$ cat config.mk
export PLATFORM = sky130hd
export DESIGN_NAME = sc_reg_lane_shifter
export DESIGN_NICKNAME = d
export VERILOG_FILES = /design/src/rtl/sc_reg_lane_shifter.sv
export SDC_FILE = /design/constraint.sdc
export NUM_CORES = 1
export LEC_CHECK = 0
export CELL_PAD_IN_SITES_DETAIL_PLACEMENT = 1
export CELL_PAD_IN_SITES_GLOBAL_PLACEMENT = 1
export CORE_UTILIZATION = 30
export CTS_CLUSTER_DIAMETER = 120
export DETAILED_ROUTE_END_ITERATION = 8
export DONT_BUFFER_PORTS = 1
export PLACE_DENSITY = 0.57
export SYNTH_ARGS = -nofsm -noshare
export SYNTH_HDL_FRONTEND = slang
export SYNTH_SLANG_ARGS = --single-unit
$ cat constraint.sdc
create_clock -name SC_RegLANE_CLOCK_50 -period 6 [get_ports SC_RegLANE_CLOCK_50]
set_clock_uncertainty 0.05 [all_clocks]
set_input_delay 0 -clock SC_RegLANE_CLOCK_50 [delete_from_list [all_inputs] [get_ports SC_RegLANE_CLOCK_50]]
set_output_delay 0 -clock SC_RegLANE_CLOCK_50 [all_outputs]
set_load 0.01 [all_outputs]
$ cat src/rtl/sc_reg_lane_shifter.sv
`default_nettype none
// ============================================================================
//  Module   : sc_reg_lane_shifter
//  Brief    : One-hot lane register for the player car. Supports a
//             parametrised lane count and reset lane, tick-gated auto-repeat
//             for held steering, and validated one-hot loads. Reports
//             edge-lane flags, move pulses and load-reject pulses.
//             Optional build macro: SC_REGLANE_WRAP_EN (edge shifts wrap
//             around instead of saturating).
//  Revision : 1.0 - initial release
// ============================================================================
module sc_reg_lane_shifter #(
  parameter int RegLANE_DATAWIDTH     = 8,
  parameter int RegLANE_INIT_POS      = 3,
  parameter int RegLANE_REPEAT_DELAY  = 16,
  parameter int RegLANE_REPEAT_PERIOD = 4
) (
  input  logic                         SC_RegLANE_CLOCK_50,
  input  logic                         SC_RegLANE_RESET_InLow,
  input  logic                         SC_RegLANE_clear_InLow,
  input  logic                         SC_RegLANE_load_InLow,
  input  logic                         SC_RegLANE_enable_In,
  input  logic [1:0]                   SC_RegLANE_shiftselection_In,
  input  logic [RegLANE_DATAWIDTH-1:0] SC_RegLANE_data_InBUS,
  output logic [RegLANE_DATAWIDTH-1:0] SC_RegLANE_data_OutBUS,
  output logic                         SC_RegLANE_moved_Out,
  output logic [1:0]                   SC_RegLANE_atlimit_Out,
  output logic                         SC_RegLANE_loaderr_Out
);

  // --------------------------------------------------------------------------
  // Derived constants
  // --------------------------------------------------------------------------
  // The repeat counter only has to reach the larger of the two intervals
  // minus one; a single-cycle interval still needs a one-bit counter.
  localparam int c_CNT_MAX = (RegLANE_REPEAT_DELAY > RegLANE_REPEAT_PERIOD) ?
                             RegLANE_REPEAT_DELAY : RegLANE_REPEAT_PERIOD;
  localparam int c_CNT_W   = (c_CNT_MAX > 1) ? $clog2(c_CNT_MAX) : 1;

  localparam logic [c_CNT_W-1:0] c_DELAY_LAST  = c_CNT_W'(RegLANE_REPEAT_DELAY - 1);
  localparam logic [c_CNT_W-1:0] c_PERIOD_LAST = c_CNT_W'(RegLANE_REPEAT_PERIOD - 1);
  localparam logic [c_CNT_W-1:0] c_CNT_ZERO    = '0;

  localparam logic [RegLANE_DATAWIDTH-1:0] c_INIT_VEC =
    RegLANE_DATAWIDTH'(1) << RegLANE_INIT_POS;

  localparam logic [1:0] c_SEL_LEFT  = 2'b01;
  localparam logic [1:0] c_SEL_RIGHT = 2'b10;
  localparam logic [1:0] c_SEL_NONE  = 2'b00;

  // --------------------------------------------------------------------------
  // Shift FSM encoding
  // --------------------------------------------------------------------------
  typedef enum logic [1:0] {
    ST_IDLE   = 2'd0,  // waiting for a fresh steering request
    ST_HOLD   = 2'd1,  // request held, counting the initial repeat delay
    ST_REPEAT = 2'd2,  // auto-repeating at the repeat period
    ST_LOCK   = 2'd3   // after clear/load: ignore steering until released
  } laneState_t;

  // --------------------------------------------------------------------------
  // Registers
  // --------------------------------------------------------------------------
  logic [RegLANE_DATAWIDTH-1:0] r_lanePos;
  logic                         r_moved;
  logic                         r_loadErr;
  laneState_t                   r_state;
  logic [c_CNT_W-1:0]           r_repeatCnt;
  logic [1:0]                   r_dirLatched;

  // --------------------------------------------------------------------------
  // Combinational helpers
  // --------------------------------------------------------------------------
  logic                         w_selLeft;
  logic                         w_selRight;
  logic                         w_selValid;
  logic                         w_dirChange;
  logic                         w_loadOneHot;
  logic [RegLANE_DATAWIDTH-1:0] w_loadMinusOne;
  logic [RegLANE_DATAWIDTH-1:0] w_shiftVec;
  logic                         w_shiftMoves;

  // Decode the steering selection; 00 and 11 both mean "no request".
  always_comb begin
    w_selLeft   = (SC_RegLANE_shiftselection_In == c_SEL_LEFT);
    w_selRight  = (SC_RegLANE_shiftselection_In == c_SEL_RIGHT);
    w_selValid  = w_selLeft | w_selRight;
    w_dirChange = w_selValid && (SC_RegLANE_shiftselection_In != r_dirLatched);
  end

  // A load value is accepted only when exactly one bit is set (x & (x-1) clears the lowest set bit).
  always_comb begin
    w_loadMinusOne = SC_RegLANE_data_InBUS - RegLANE_DATAWIDTH'(1);
    w_loadOneHot   = (SC_RegLANE_data_InBUS != '0) &&
                     ((SC_RegLANE_data_InBUS & w_loadMinusOne) == '0);
  end

  // Candidate position for a shift in the currently requested direction.
  // w_shiftMoves is low when the shift is swallowed at an edge lane.
  always_comb begin
    w_shiftVec   = r_lanePos;
    w_shiftMoves = 1'b0;
    if (w_selLeft) begin
      if (r_lanePos[RegLANE_DATAWIDTH-1]) begin
`ifdef SC_REGLANE_WRAP_EN
        w_shiftVec   = {r_lanePos[RegLANE_DATAWIDTH-2:0], r_lanePos[RegLANE_DATAWIDTH-1]};
        w_shiftMoves = 1'b1;
`else
        w_shiftVec   = r_lanePos;
        w_shiftMoves = 1'b0;
`endif
      end else begin
        w_shiftVec   = {r_lanePos[RegLANE_DATAWIDTH-2:0], 1'b0};
        w_shiftMoves = 1'b1;
      end
    end else if (w_selRight) begin
      if (r_lanePos[0]) begin
`ifdef SC_REGLANE_WRAP_EN
        w_shiftVec   = {r_lanePos[0], r_lanePos[RegLANE_DATAWIDTH-1:1]};
        w_shiftMoves = 1'b1;
`else
        w_shiftVec   = r_lanePos;
        w_shiftMoves = 1'b0;
`endif
      end else begin
        w_shiftVec   = {1'b0, r_lanePos[RegLANE_DATAWIDTH-1:1]};
        w_shiftMoves = 1'b1;
      end
    end
  end

  // Lane register, pulse outputs and the auto-repeat FSM; clear beats load beats steering.
  always_ff @(posedge SC_RegLANE_CLOCK_50 or negedge SC_RegLANE_RESET_InLow) begin
    if (!SC_RegLANE_RESET_InLow) begin
      r_lanePos    <= c_INIT_VEC;
      r_moved      <= 1'b0;
      r_loadErr    <= 1'b0;
      r_state      <= ST_IDLE;
      r_repeatCnt  <= c_CNT_ZERO;
      r_dirLatched <= c_SEL_NONE;
    end else begin
      // Pulses default low so each lasts exactly one cycle.
      r_moved   <= 1'b0;
      r_loadErr <= 1'b0;

      if (!SC_RegLANE_clear_InLow) begin
        r_lanePos   <= c_INIT_VEC;
        r_state     <= ST_LOCK;
        r_repeatCnt <= c_CNT_ZERO;
      end else if (!SC_RegLANE_load_InLow) begin
        // A rejected load still locks steering so a held input cannot
        // immediately move the car after a reposition attempt.
        if (w_loadOneHot) begin
          r_lanePos <= SC_RegLANE_data_InBUS;
        end else begin
          r_loadErr <= 1'b1;
        end
        r_state     <= ST_LOCK;
        r_repeatCnt <= c_CNT_ZERO;
      end else begin
        case (r_state)
          ST_IDLE: begin
            if (w_selValid && SC_RegLANE_enable_In) begin
              r_lanePos    <= w_shiftVec;
              r_moved      <= w_shiftMoves;
              r_dirLatched <= SC_RegLANE_shiftselection_In;
              r_repeatCnt  <= c_CNT_ZERO;
              r_state      <= ST_HOLD;
            end
          end

          ST_HOLD: begin
            if (!w_selValid) begin
              r_state <= ST_IDLE;
            end else if (w_dirChange && SC_RegLANE_enable_In) begin
              r_lanePos    <= w_shiftVec;
              r_moved      <= w_shiftMoves;
              r_dirLatched <= SC_RegLANE_shiftselection_In;
              r_repeatCnt  <= c_CNT_ZERO;
            end else if (SC_RegLANE_enable_In && !w_dirChange) begin
              if (r_repeatCnt == c_DELAY_LAST) begin
                r_lanePos   <= w_shiftVec;
                r_moved     <= w_shiftMoves;
                r_repeatCnt <= c_CNT_ZERO;
                r_state     <= ST_REPEAT;
              end else begin
                r_repeatCnt <= r_repeatCnt + 1'b1;
              end
            end
          end

          ST_REPEAT: begin
            if (!w_selValid) begin
              r_state <= ST_IDLE;
            end else if (w_dirChange && SC_RegLANE_enable_In) begin
              // Reversing while repeating restarts the initial delay.
              r_lanePos    <= w_shiftVec;
              r_moved      <= w_shiftMoves;
              r_dirLatched <= SC_RegLANE_shiftselection_In;
              r_repeatCnt  <= c_CNT_ZERO;
              r_state      <= ST_HOLD;
            end else if (SC_RegLANE_enable_In && !w_dirChange) begin
              if (r_repeatCnt == c_PERIOD_LAST) begin
                r_lanePos   <= w_shiftVec;
                r_moved     <= w_shiftMoves;
                r_repeatCnt <= c_CNT_ZERO;
              end else begin
                r_repeatCnt <= r_repeatCnt + 1'b1;
              end
            end
          end

          ST_LOCK: begin
            if (!w_selValid) begin
              r_state <= ST_IDLE;
            end
          end

          default: begin
            r_state     <= ST_IDLE;
            r_repeatCnt <= c_CNT_ZERO;
          end
        endcase
      end
    end
  end

  // --------------------------------------------------------------------------
  // Outputs
  // --------------------------------------------------------------------------
  assign SC_RegLANE_data_OutBUS = r_lanePos;
  assign SC_RegLANE_moved_Out   = r_moved;
  assign SC_RegLANE_loaderr_Out = r_loadErr;
  assign SC_RegLANE_atlimit_Out = {r_lanePos[RegLANE_DATAWIDTH-1], r_lanePos[0]};

endmodule
`default_nettype wire

# Yosys cells after proc, flatten, opt, wreduce, memory -nomap -nowiden
# Cells that the tools add are included.
# totals
output_inout_bits	12
input_bits	15
word_cells	113
register_bits	18
# op_classes
reduce_logical	15
muxes	63
n_addsub	2
eq_ne	25
bitwise_logic	2
# op_table
op	n
8-bit 2-to-1 mux	16
4-bit 2-to-1 mux	11
5-bit != test, second input constant	8
2-bit 2-to-1 mux	13
8-bit case mux with 3 select lines	1
1-bit 2-to-1 mux	18
6-bit AND reduction	3
4-bit != test, second input constant	4
4-bit case mux with 3 select lines	1
9-bit AND reduction	1
8-bit bitwise AND	1
8-bit logical NOT	1
2-bit case mux with 4 select lines	1
8-bit nonzero test	1
8-bit by 1-bit subtractor with 8-bit output, second input constant	1
2-bit equality test, second input constant	3
1-bit logical AND	5
5-bit by 2-bit != test with 1-bit output, second input constant	1
4-bit by 1-bit adder with 4-bit output, second input constant	1
2-bit by 1-bit equality test with 1-bit output, second input constant	2
4-bit by 2-bit equality test with 1-bit output, second input constant	1
4-bit equality test, second input constant	1
2-bit by 1-bit != test with 1-bit output, second input constant	2
2-bit case mux with 2 select lines	1
9 further kinds	9

# Logic depth before layout (Yosys ltp)
# Gate-level depths: netlist of the first run.
# logic_depth
ltp_word	11
mapped_depth	8
ltp_nobuf	7

# Least setup slack after synthesis of the first run
# No wires, ideal clock.
# synth_path
path_kind	register -> register
start	register r_state[0]
end	register r_lanePos[2] (netlist: SC_RegLANE_data_OutBUS[2])
n_path_buf	0
setup_ns	0.125
slack_ns	3.983
stages_incl_launch_ff	8
period_less_slack_ns	2.017
t_required_ns	5.825
arrival_time_ns	1.842
cell_sequence	dfrtp_1 -> inv_1 -> ha_1 -> or3_1 -> nand3_1 -> a21oi_4 -> o22ai_4 -> mux2_4
# synth_via
elab_chain_len	4
elab_cells_between_ends	15
cone_classes	eq/ne (10); mux (3); reduce/logical (2)
# synth_lines
element	line	rtl
start: declaration	67	laneState_t r_state;
start signal: assignment	138	r_state <= ST_IDLE;
start signal: assignment	148	r_state <= ST_LOCK;
start signal: assignment	158	r_state <= ST_LOCK;
2-bit equality test (tied with other cells)	161	case (r_state)
8-bit case mux with 3 select lines	161	
8-bit 2-to-1 mux	150	end else if (!SC_RegLANE_load_InLow) begin
8-bit 2-to-1 mux	146	if (!SC_RegLANE_clear_InLow) begin
end signal: assignment	147	r_lanePos <= c_INIT_VEC;
end signal: assignment	154	r_lanePos <= SC_RegLANE_data_InBUS;
end signal: assignment	164	r_lanePos <= w_shiftVec;
end: declaration	64	logic [RegLANE_DATAWIDTH-1:0] r_lanePos;
# Several ways; a longest one is shown, not always the timed one.
# A chain may end at the register's enable or synchronous reset.

# Final worst setup path of the first run
# layout_path
start	register r_state[0]
end	register r_lanePos[5] (netlist: SC_RegLANE_data_OutBUS[5])
# The elaborated chain is that of the path after synthesis.

==> results.json, run 1 <==
{
  "layout-drive-gt1-share_pct": 10.3,
  "ys_seq_elements": 18,
  "worst_pin_slew_ps": 907,
  "vdd_drop_max_v": 0.0000684,
  "worstPathRequired_ps": 6100,
  "worst-path-max-fanout": 6,
  "cts_max_level": 1,
  "io_buffers": 0,
  "clk-insertion-delay-late_ps": 260,
  "globalplace.congestion": 0.820,
  "synth_ff_type": "dfrtp_1",
  "std_cell_rows": 25,
  "netlist_area_sq_um": 1480,
  "critPathKind": "flop to flop",
  "min_period_over_period_pct": 37.6,
  "synthCells": 158,
  "drc": 0,
  "drtIter0Drc": 60,
  "die-area_sq_um": 5230,
  "antenna_found_initial": 0,
  "cp_slowest_cell": "or3_1",
  "wl_um": 4010,
  "min_path_type": "input port to flop",
  "synth-seq-area-share_pct": 30.5,
  "die_h_um": 72.3,
  "maxCapViolCount": 0,
  "p_leak_nw": 0.682,
  "most-common-layout-cells": "dfrtp_1, nor2_1, inv_1",
  "setup_violations": 0,
  "clockRootBuffer": "clkbuf_8",
  "drt_pass1_iterations": 4,
  "viasPerCell": 5.38,
  "cts_max_path_buffers": 2,
  "core_sq_um": 4750,
  "synth.distinct_cells": 53,
  "avgSynthCellArea_sq_um": 9.38,
  "crit_buf_inv": 1,
  "grt_use_total_pct": 17.0,
  "finalPower_mw": 0.351,
  "status": "complete, no violations",
  "post_cts_buffers": 0,
  "fmax_ghz": 0.443,
  "async_reset_ff_share_pct": 100,
  "grt_max_degree": 19,
  "area_growth_pct": 12.7,
  "vias": 1248,
  "synth_edf_count": 0,
  "finalHoldViolations": 0,
  "grt_pass1_wl_um": 6870,
  "diodes": 0,
  "synth_top_area_share_pct": 28.7,
  "fin_nets": 189,
  "synth.area.top_cells": "dfrtp_1, ha_1, mux2i_1",
  "min_period_ps": 2260,
  "crit_path_end_kind": "flop",
  "io_pins": 27,
  "slowest_delay_ps": 470,
  "cp-start-kind": "flop",
  "slew_violations": 0,
  "clkSinkCount": 18,
  "synth_fp_nets": 181,
  "routedWlPerCell_um": 17.3,
  "yosysTopAreaCell": "dfrtp_1",
  "cts_inserted_buffers": 3,
  "ant_nets": 0,
  "arrival_ps": 2360,
  "cp_top_family": "simple AND/OR/NAND/NOR gates",
  "rsz0062_at_grt": "no",
  "gr-total-overflow": 0,
  "dp_hpwl_um": 3000,
  "n_fill_cell": 558,
  "final_common_cell": "dfrtp_1",
  "ys_warn_count": 0,
  "hold_ws_ps": 10.9,
  "clk_pin_slew_ps": 70,
  "first_global_vias": 1409,
  "p_per_area_nw_per_um2": 210,
  "tns_ps": 0,
  "slew_headroom_pct": 39.3,
  "path_cells": "inv_1, ha_1, or3_1, nand3_1, a21oi_4, o22ai_4, mux2_4",
  "cts_tree": "built",
  "initial_utilization_pct": 31.2,
  "die_x_um": 72.3
}
==> stage by stage <==
step | setup slack [ps] | cells | util [%] | area, sq um
5_1_grt | 3620 | 232 | 35.2 | 1670
4_1_cts | 3730 | 232 | 35.2 | 1670
3_3_place_gp | 3780 | 219 | 32.3 | 1540
3_5_place_dp | 3760 | 219 | 32.3 | 1540
2_1_floorplan | 3980 | 158 | - | 1480
6_report | 3740 | 232 | 35.2 | 1670
==> cell usage after synthesis (3+ instances only) <==
| cell | n |
|---|---|
| a21oi_1 | 3 |
| dfrtp_1 | 17 |
| ha_1 | 8 |
| inv_1 | 10 |
| mux2_1 | 4 |
| mux2_4 | 4 |
| mux2i_1 | 8 |
| nand2_1 | 9 |
| nand2b_1 | 3 |
| nand3_1 | 3 |
| nor2_1 | 12 |
| nor2b_1 | 7 |
| nor3_1 | 4 |
| nor3b_1 | 4 |
| o211ai_1 | 5 |
| o21ai_0 | 9 |
| o22ai_1 | 3 |
==> layout make-up <==
type | count | area [sq um] | share of cell area (%)
Multi-Input combinational cell | 124 | 963 | 57.6
Sequential cell | 18 | 452 | 27.0
Timing Repair Buffer | 9 | 90.1 | 5.39
Tap cell | 67 | 83.8 | 5.01
Clock buffer | 4 | 45.0 | 2.69
Inverter | 10 | 37.5 | 2.25
==> cell families (layout without fill, tap and decap cells) <==
group / count (synthesis) / after routing / synth area share, %
XOR/XNOR: 2 / 2 / 1.18
flip-flops: 18 / 18 / 30.5
AND/OR/NAND/NOR: 57 / 57 / 22.1
AO/OA/AOI/OAI: 40 / 40 / 21.7
buffers and inverters: 16 / 23 / 4.56
adder cells (fa/ha/maj): 9 / 9 / 7.51
multiplexers: 16 / 16 / 12.5
==> worst paths after layout <==
kind	slack [ps]	end	depth (start not counted)	startpoint
setup / recovery	3740	SC_RegLANE_data_OutBUS[5]	7	r_state[0]
hold / removal	10	SC_RegLANE_data_OutBUS[7]	2	SC_RegLANE_clear_InLow
setup reg to reg	3740	SC_RegLANE_data_OutBUS[5]	7	r_state[0]
hold reg to reg	470	r_dirLatched[0]	1	r_dirLatched[0]
max in group asynchronous	5080	r_dirLatched[0]	1	SC_RegLANE_RESET_InLow
min in group asynchronous	260	r_repeatCnt[2]	1	SC_RegLANE_RESET_InLow
==> metal layers <==
layer  wire length (um)  share of wire [%]  track usage (%)
met3                131                3.3             2.92
met2               2030                 51             30.3
met5                  0                  0                0
met1               1800                 45             20.5
met4                 55                1.4             5.66
==> power breakdown <==
| part | switching [mW] | internal (mW) | leakage [nW] | total (mW) |
|---|---|---|---|---|
| logic | 0.0592 | 0.0438 | 0.430 | 0.103 |
| clock network | 0.0436 | 0.0473 | 0.0228 | 0.0909 |
| registers | 0.0213 | 0.136 | 0.230 | 0.157 |
==> flip-flops by register name, indices dropped and copies added (netlist names) <==
signal and count:
SC_RegLANE_data_OutBUS 8, SC_RegLANE_loaderr_Out 1, SC_RegLANE_moved_Out 1, r_dirLatched 2, r_repeatCnt 4, r_state 2
==> timing repair <==
item | 4_1_cts | 5_1_grt
hold buffers | 9 | 0
gates resized for setup | 0 | 0
endpoints found under the hold margin | 26 | 0
(Power assumes the default switching activity.)
==> run 2, diff against run 1 <==
--- a/config.mk
+++ b/config.mk
@@ -11,7 +11,7 @@
 export CTS_CLUSTER_DIAMETER = 120
 export DETAILED_ROUTE_END_ITERATION = 8
 export DONT_BUFFER_PORTS = 1
-export PLACE_DENSITY = 0.57
+export PLACE_DENSITY = 0.59
 export SYNTH_ARGS = -nofsm -noshare
 export SYNTH_HDL_FRONTEND = slang
 export SYNTH_SLANG_ARGS = --single-unit
==> constraint.sdc (replaced) <==
create_clock -name SC_RegLANE_CLOCK_50 -period 1.8 [get_ports SC_RegLANE_CLOCK_50]
set_clock_uncertainty 0.05 [all_clocks]
set_input_delay 0 -clock SC_RegLANE_CLOCK_50 [delete_from_list [all_inputs] [get_ports SC_RegLANE_CLOCK_50]]
set_output_delay 0 -clock SC_RegLANE_CLOCK_50 [all_outputs]
set_load 0.01 [all_outputs]
==> results.json, run 2 (synthesis results as in run 1) <==
{
  "most-common-layout-cells": "buf_4, dfrtp_1, nor2_1",
  "worstRegToRegCells": 7,
  "layout-drive-gt1-share_pct": 30.5,
  "dp_hpwl_um": 3230,
  "worstPathRequired_ps": 1900,
  "ant_nets": 0,
  "min_period_over_period_pct": 110,
  "cp-start-kind": "flop",
  "first_global_vias": 1370,
  "fmax_ghz": 0.503,
  "clockRootBuffer": "clkbuf_8",
  "diodes": 0,
  "viasPerCell": 5.31,
  "clk-insertion-delay-late_ps": 260,
  "min_path_type": "input port to flop",
  "clkSinkCount": 18,
  "violations": "setup timing",
  "endpoint": "SC_RegLANE_data_OutBUS[4]",
  "tns_ps": -1440,
  "die_x_um": 72.3,
  "gr-total-overflow": 0,
  "rsz0062_at_grt": "yes",
  "r2r-start": "r_repeatCnt[1]",
  "maxCapViolCount": 0,
  "regArea_sq_um": 453,
  "routedWlPerCell_um": 16.8,
  "final_area_sq_um": 2000,
  "finalHoldViolations": 0,
  "worst-path-max-fanout": 6,
  "io_pins": 27,
  "arrival_ps": 2080,
  "critical_path.startpoint": "r_repeatCnt[1]",
  "drtIter0Drc": 40,
  "cts_tree": "built",
  "multi_input_area_sq_um": 1080,
  "cts_max_path_buffers": 2,
  "crit_path_end_kind": "flop",
  "n_fill_cell": 564,
  "gr-usage-met3_pct": 3.47,
  "worst_pin_slew_ps": 875,
  "area_growth_pct": 35.0,
  "grt_busiest_layer": "met2",
  "setup_violations": 11,
  "fin_nets": 214,
  "initial_utilization_pct": 31.2,
  "largest_reg_flops": 8,
  "use_met1_pct": 24.5,
  "antenna_found_initial": 0,
  "slew_violations": 0,
  "final_cells": 257,
  "die-area_sq_um": 5230,
  "cts_max_level": 1,
  "postLayoutSetupSlackWorst_ps": -187,
  "final_common_cell": "buf_4",
  "clk_pin_slew_ps": 70,
  "grt_max_degree": 19,
  "postPlaceCellArea_sq_um": 1750,
  "regToRegEndpoint": "SC_RegLANE_data_OutBUS[4]",
  "globalplace.congestion": 0.784,
  "io_buffers": 0,
  "vias": 1365,
  "p_per_area_nw_per_um2": 645,
  "p_leak_nw": 0.826,
  "status": "complete, but fails checks",
  "slew_headroom_pct": 41.5,
  "gr-usage-met2_pct": 27.8,
  "utilization_pct": 42.1,
  "r2r_slack_ps": -190,
  "dp_cells": 241,
  "drt_pass1_iterations": 4,
  "critPathKind": "flop to flop",
  "wl_um": 4320,
  "core_sq_um": 4750,
  "min_period_ps": 1990,
  "grt_pass1_wl_um": 6860,
  "drc": 0,
  "vdd_drop_max_v": 0.000497,
  "die_h_um": 72.3,
  "grt_use_total_pct": 17.2,
  "cts_inserted_buffers": 3,
  "std_cell_rows": 25
}
==> run 2: cell types whose count changed in the layout (fill, tap and decap cells not counted), moves of 2 or more <==
cell	change
inv_1	-3
buf_4	+21
ha_4	+3
buf_6	+3
nand2_1	-2
inv_2	+3
ha_1	-4
==> run 2: where the power goes <==
group,switching (mW),internal [mW],leakage [nW]
registers,0.0558,0.454,0.230
logic,0.254,0.227,0.574
clock network,0.144,0.158,0.0228
==> run 2: final cells by class <==
cell class                 instances  area share [%]
timing repair buffer              34            15.1
inverter                          10            1.88
sequential                        18            22.6
multi-input combinational        124            54.0
tap                               67            4.19
clock buffer                       4            2.25
==> run 2: how the worst min path moves through the flow <==
stage	startpoint	endpoint	slack, ps	cells past startpoint
after CTS	SC_RegLANE_data_InBUS[3]	SC_RegLANE_data_OutBUS[3]	7	3
after global routing	SC_RegLANE_data_InBUS[3]	SC_RegLANE_data_OutBUS[3]	40	3
after floorplan	SC_RegLANE_RESET_InLow	SC_RegLANE_data_OutBUS[0]	-350	0
final	SC_RegLANE_data_InBUS[0]	SC_RegLANE_data_OutBUS[0]	4	3
after global placement	SC_RegLANE_RESET_InLow	r_repeatCnt[3]	-340	0
after detailed placement	SC_RegLANE_RESET_InLow	r_repeatCnt[2]	-340	0
==> run 2: critical path, cell delays in order, from the launching register on <==
cell      delay (ps)
dfrtp_1          430
ha_4             200
and3_4           160
a211oi_4         370
a21oi_4          100
o22ai_4          130
buf_12           150
mux2_4           290
==> run 2: timing repair <==
item,4_1_cts,5_1_grt
endpoints found under the hold margin,26,0
pin swaps,2,1
hold buffers,9,0
endpoints found under the setup margin,13,15
resized for setup,9,6
setup buffers,3,0
==> run 2: per-stage QoR <==
stage	hold slack (ps)	setup slack, ps	power [mW]
after floorplan	-346	-123	0.791
after global placement	-345	-198	0.904
after detailed placement	-345	-226	0.919
after CTS	6.58	-148	1.28
after global routing	39.1	-252	1.36
final	4.02	-187	1.29
==> run 2: per-layer routing <==
metal / vias to the layer above / share of wire (%)
met5: - / 0
met4: 0 / 0.49
met3: 4 / 3.1
met2: 16 / 49
met1: 694 / 47
li1: 651 / -
==> run 3, diff against run 2 <==
==> constraint.sdc (replaced) <==
create_clock -name SC_RegLANE_CLOCK_50 -period 1.8 [get_ports SC_RegLANE_CLOCK_50]
set_clock_uncertainty 0.05 [all_clocks]
set_input_delay 0.36 -clock SC_RegLANE_CLOCK_50 [delete_from_list [all_inputs] [get_ports SC_RegLANE_CLOCK_50]]
set_output_delay 0.36 -clock SC_RegLANE_CLOCK_50 [all_outputs]
set_load 0.01 [all_outputs]
==> results.json, run 3 (synthesis results as in run 1) <==
{
  "clockRootBuffer": "clkbuf_8",
  "crit_buf_inv": 1,
  "diodes": 0,
  "worst-path-max-fanout": 5,
  "tns_ps": -1640,
  "cts_max_path_buffers": 2,
  "io_pins": 27,
  "finalHoldViolations": 0,
  "postLayoutSetupSlackWorst_ps": -184,
  "min_period_over_period_pct": 110,
  "die-area_sq_um": 5230,
  "slew_violations": 0,
  "layout-drive-gt1-share_pct": 39.3,
  "slew_headroom_pct": 38.6,
  "most-common-layout-cells": "buf_4, dfrtp_1, nor2_1",
  "clkSinkCount": 18,
  "grt_pass1_wl_um": 7360,
  "final_area_sq_um": 2030,
  "antenna_found_initial": 0,
  "globalplace.congestion": 0.874,
  "final_cells": 258,
  "fmax_ghz": 0.504,
  "area_growth_pct": 36.8,
  "maxCapViolCount": 0,
  "dp_hpwl_um": 3390,
  "cts_inserted_buffers": 3,
  "crit_path_end_kind": "flop",
  "cts_max_level": 1,
  "drtIter0Drc": 36,
  "io_buffers": 0,
  "largest_reg_flops": 8,
  "cts_tree": "built",
  "std_cell_rows": 25,
  "fin_nets": 215,
  "dp_cells": 246,
  "min_path_type": "input port to flop",
  "wl_um": 4510,
  "arrival_ps": 2070,
  "cp-start-kind": "flop",
  "clk-insertion-delay-late_ps": 260,
  "slowest_delay_ps": 420,
  "drc": 0,
  "routedWlPerCell_um": 17.5,
  "worstPathRequired_ps": 1890,
  "min_period_ps": 1980,
  "status": "complete, but fails checks",
  "p_per_area_nw_per_um2": 677,
  "grt_use_total_pct": 18.4,
  "critPathKind": "flop to flop",
  "p_leak_nw": 0.842,
  "gr-total-overflow": 0,
  "worst_pin_slew_ps": 918,
  "vias": 1370,
  "cp_top_family": "simple AND/OR/NAND/NOR gates",
  "die_x_um": 72.3,
  "vdd_drop_max_v": 0.000460,
  "ant_nets": 0,
  "r2r_slack_ps": -180,
  "rsz0062_at_grt": "yes",
  "drt_pass1_iterations": 4,
  "clk_pin_slew_ps": 70,
  "final_common_cell": "buf_4",
  "setup_violations": 13,
  "postPlaceCellArea_sq_um": 1790,
  "path_cells": "inv_2, ha_4, or3_4, nand3_4, a21oi_4, o22ai_4, mux2_4",
  "violations": "setup timing",
  "first_global_vias": 1475,
  "viasPerCell": 5.31,
  "core_sq_um": 4750,
  "grt_max_degree": 19,
  "utilization_pct": 42.7,
  "initial_utilization_pct": 31.2,
  "cp_slowest_cell": "or3_4",
  "die_h_um": 72.3
}
[run 3: layer usage]
layer	share of wire (%)	track usage (%)	vias to the layer above
li1	-	-	653
met1	46	23.5	693
met2	50	31.9	20
met3	3.3	4.44	4
met4	0.69	3.05	0
met5	0	0	-
[run 3: final cells by class]
cell class | count | area, sq um
Fill cell | 575 | 2730
Multi-Input combinational cell | 124 | 1120
Sequential cell | 18 | 453
Timing Repair Buffer | 35 | 273
Tap cell | 67 | 83.8
Clock buffer | 4 | 55.1
Inverter | 10 | 40.0
[run 3: report_power, final]
group | internal [mW] | switching [mW] | total, mW
Combinational | 0.237 | 0.278 | 0.515
Sequential | 0.453 | 0.0596 | 0.513
Clock | 0.195 | 0.150 | 0.344
Total | 0.885 | 0.488 | 1.37
[run 3: final timing paths]
check	depth (start not counted)	startpoint	end
setup / recovery	7	r_state[1]	SC_RegLANE_data_OutBUS[5]
hold / removal	1	SC_RegLANE_shiftselection_In[1]	r_dirLatched[1]
setup reg to reg	7	r_state[1]	SC_RegLANE_data_OutBUS[5]
hold reg to reg	1	r_dirLatched[1]	r_dirLatched[1]
max in group asynchronous	1	SC_RegLANE_RESET_InLow	r_state[0]
min in group asynchronous	1	SC_RegLANE_RESET_InLow	r_repeatCnt[3]
[run 3: metrics by stage]
stage                     hold slack [ps]  power (mW)  setup WS [ps]
final                                 188        1.37           -184
after global placement               15.0       0.921           -131
after CTS                             180        1.34           -176
after floorplan                      14.4       0.794           -123
after global routing                  183        1.46           -262
after detailed placement             14.9       0.934           -210
[run 3: worst register-to-register path: stages (launching register included)]
cell and delay (ps):
dfrtp_1 410, inv_2 80, ha_4 180, or3_4 420
nand3_4 110, a21oi_4 40, o22ai_4 240, mux2_4 340
[run 3: timing repair]
action	in CTS	in global routing
setup buffers	4	3
pin swaps	7	5
hold endpoints to repair	18	0
resized for setup	13	10
hold buffers	1	0
setup endpoints to repair	14	17
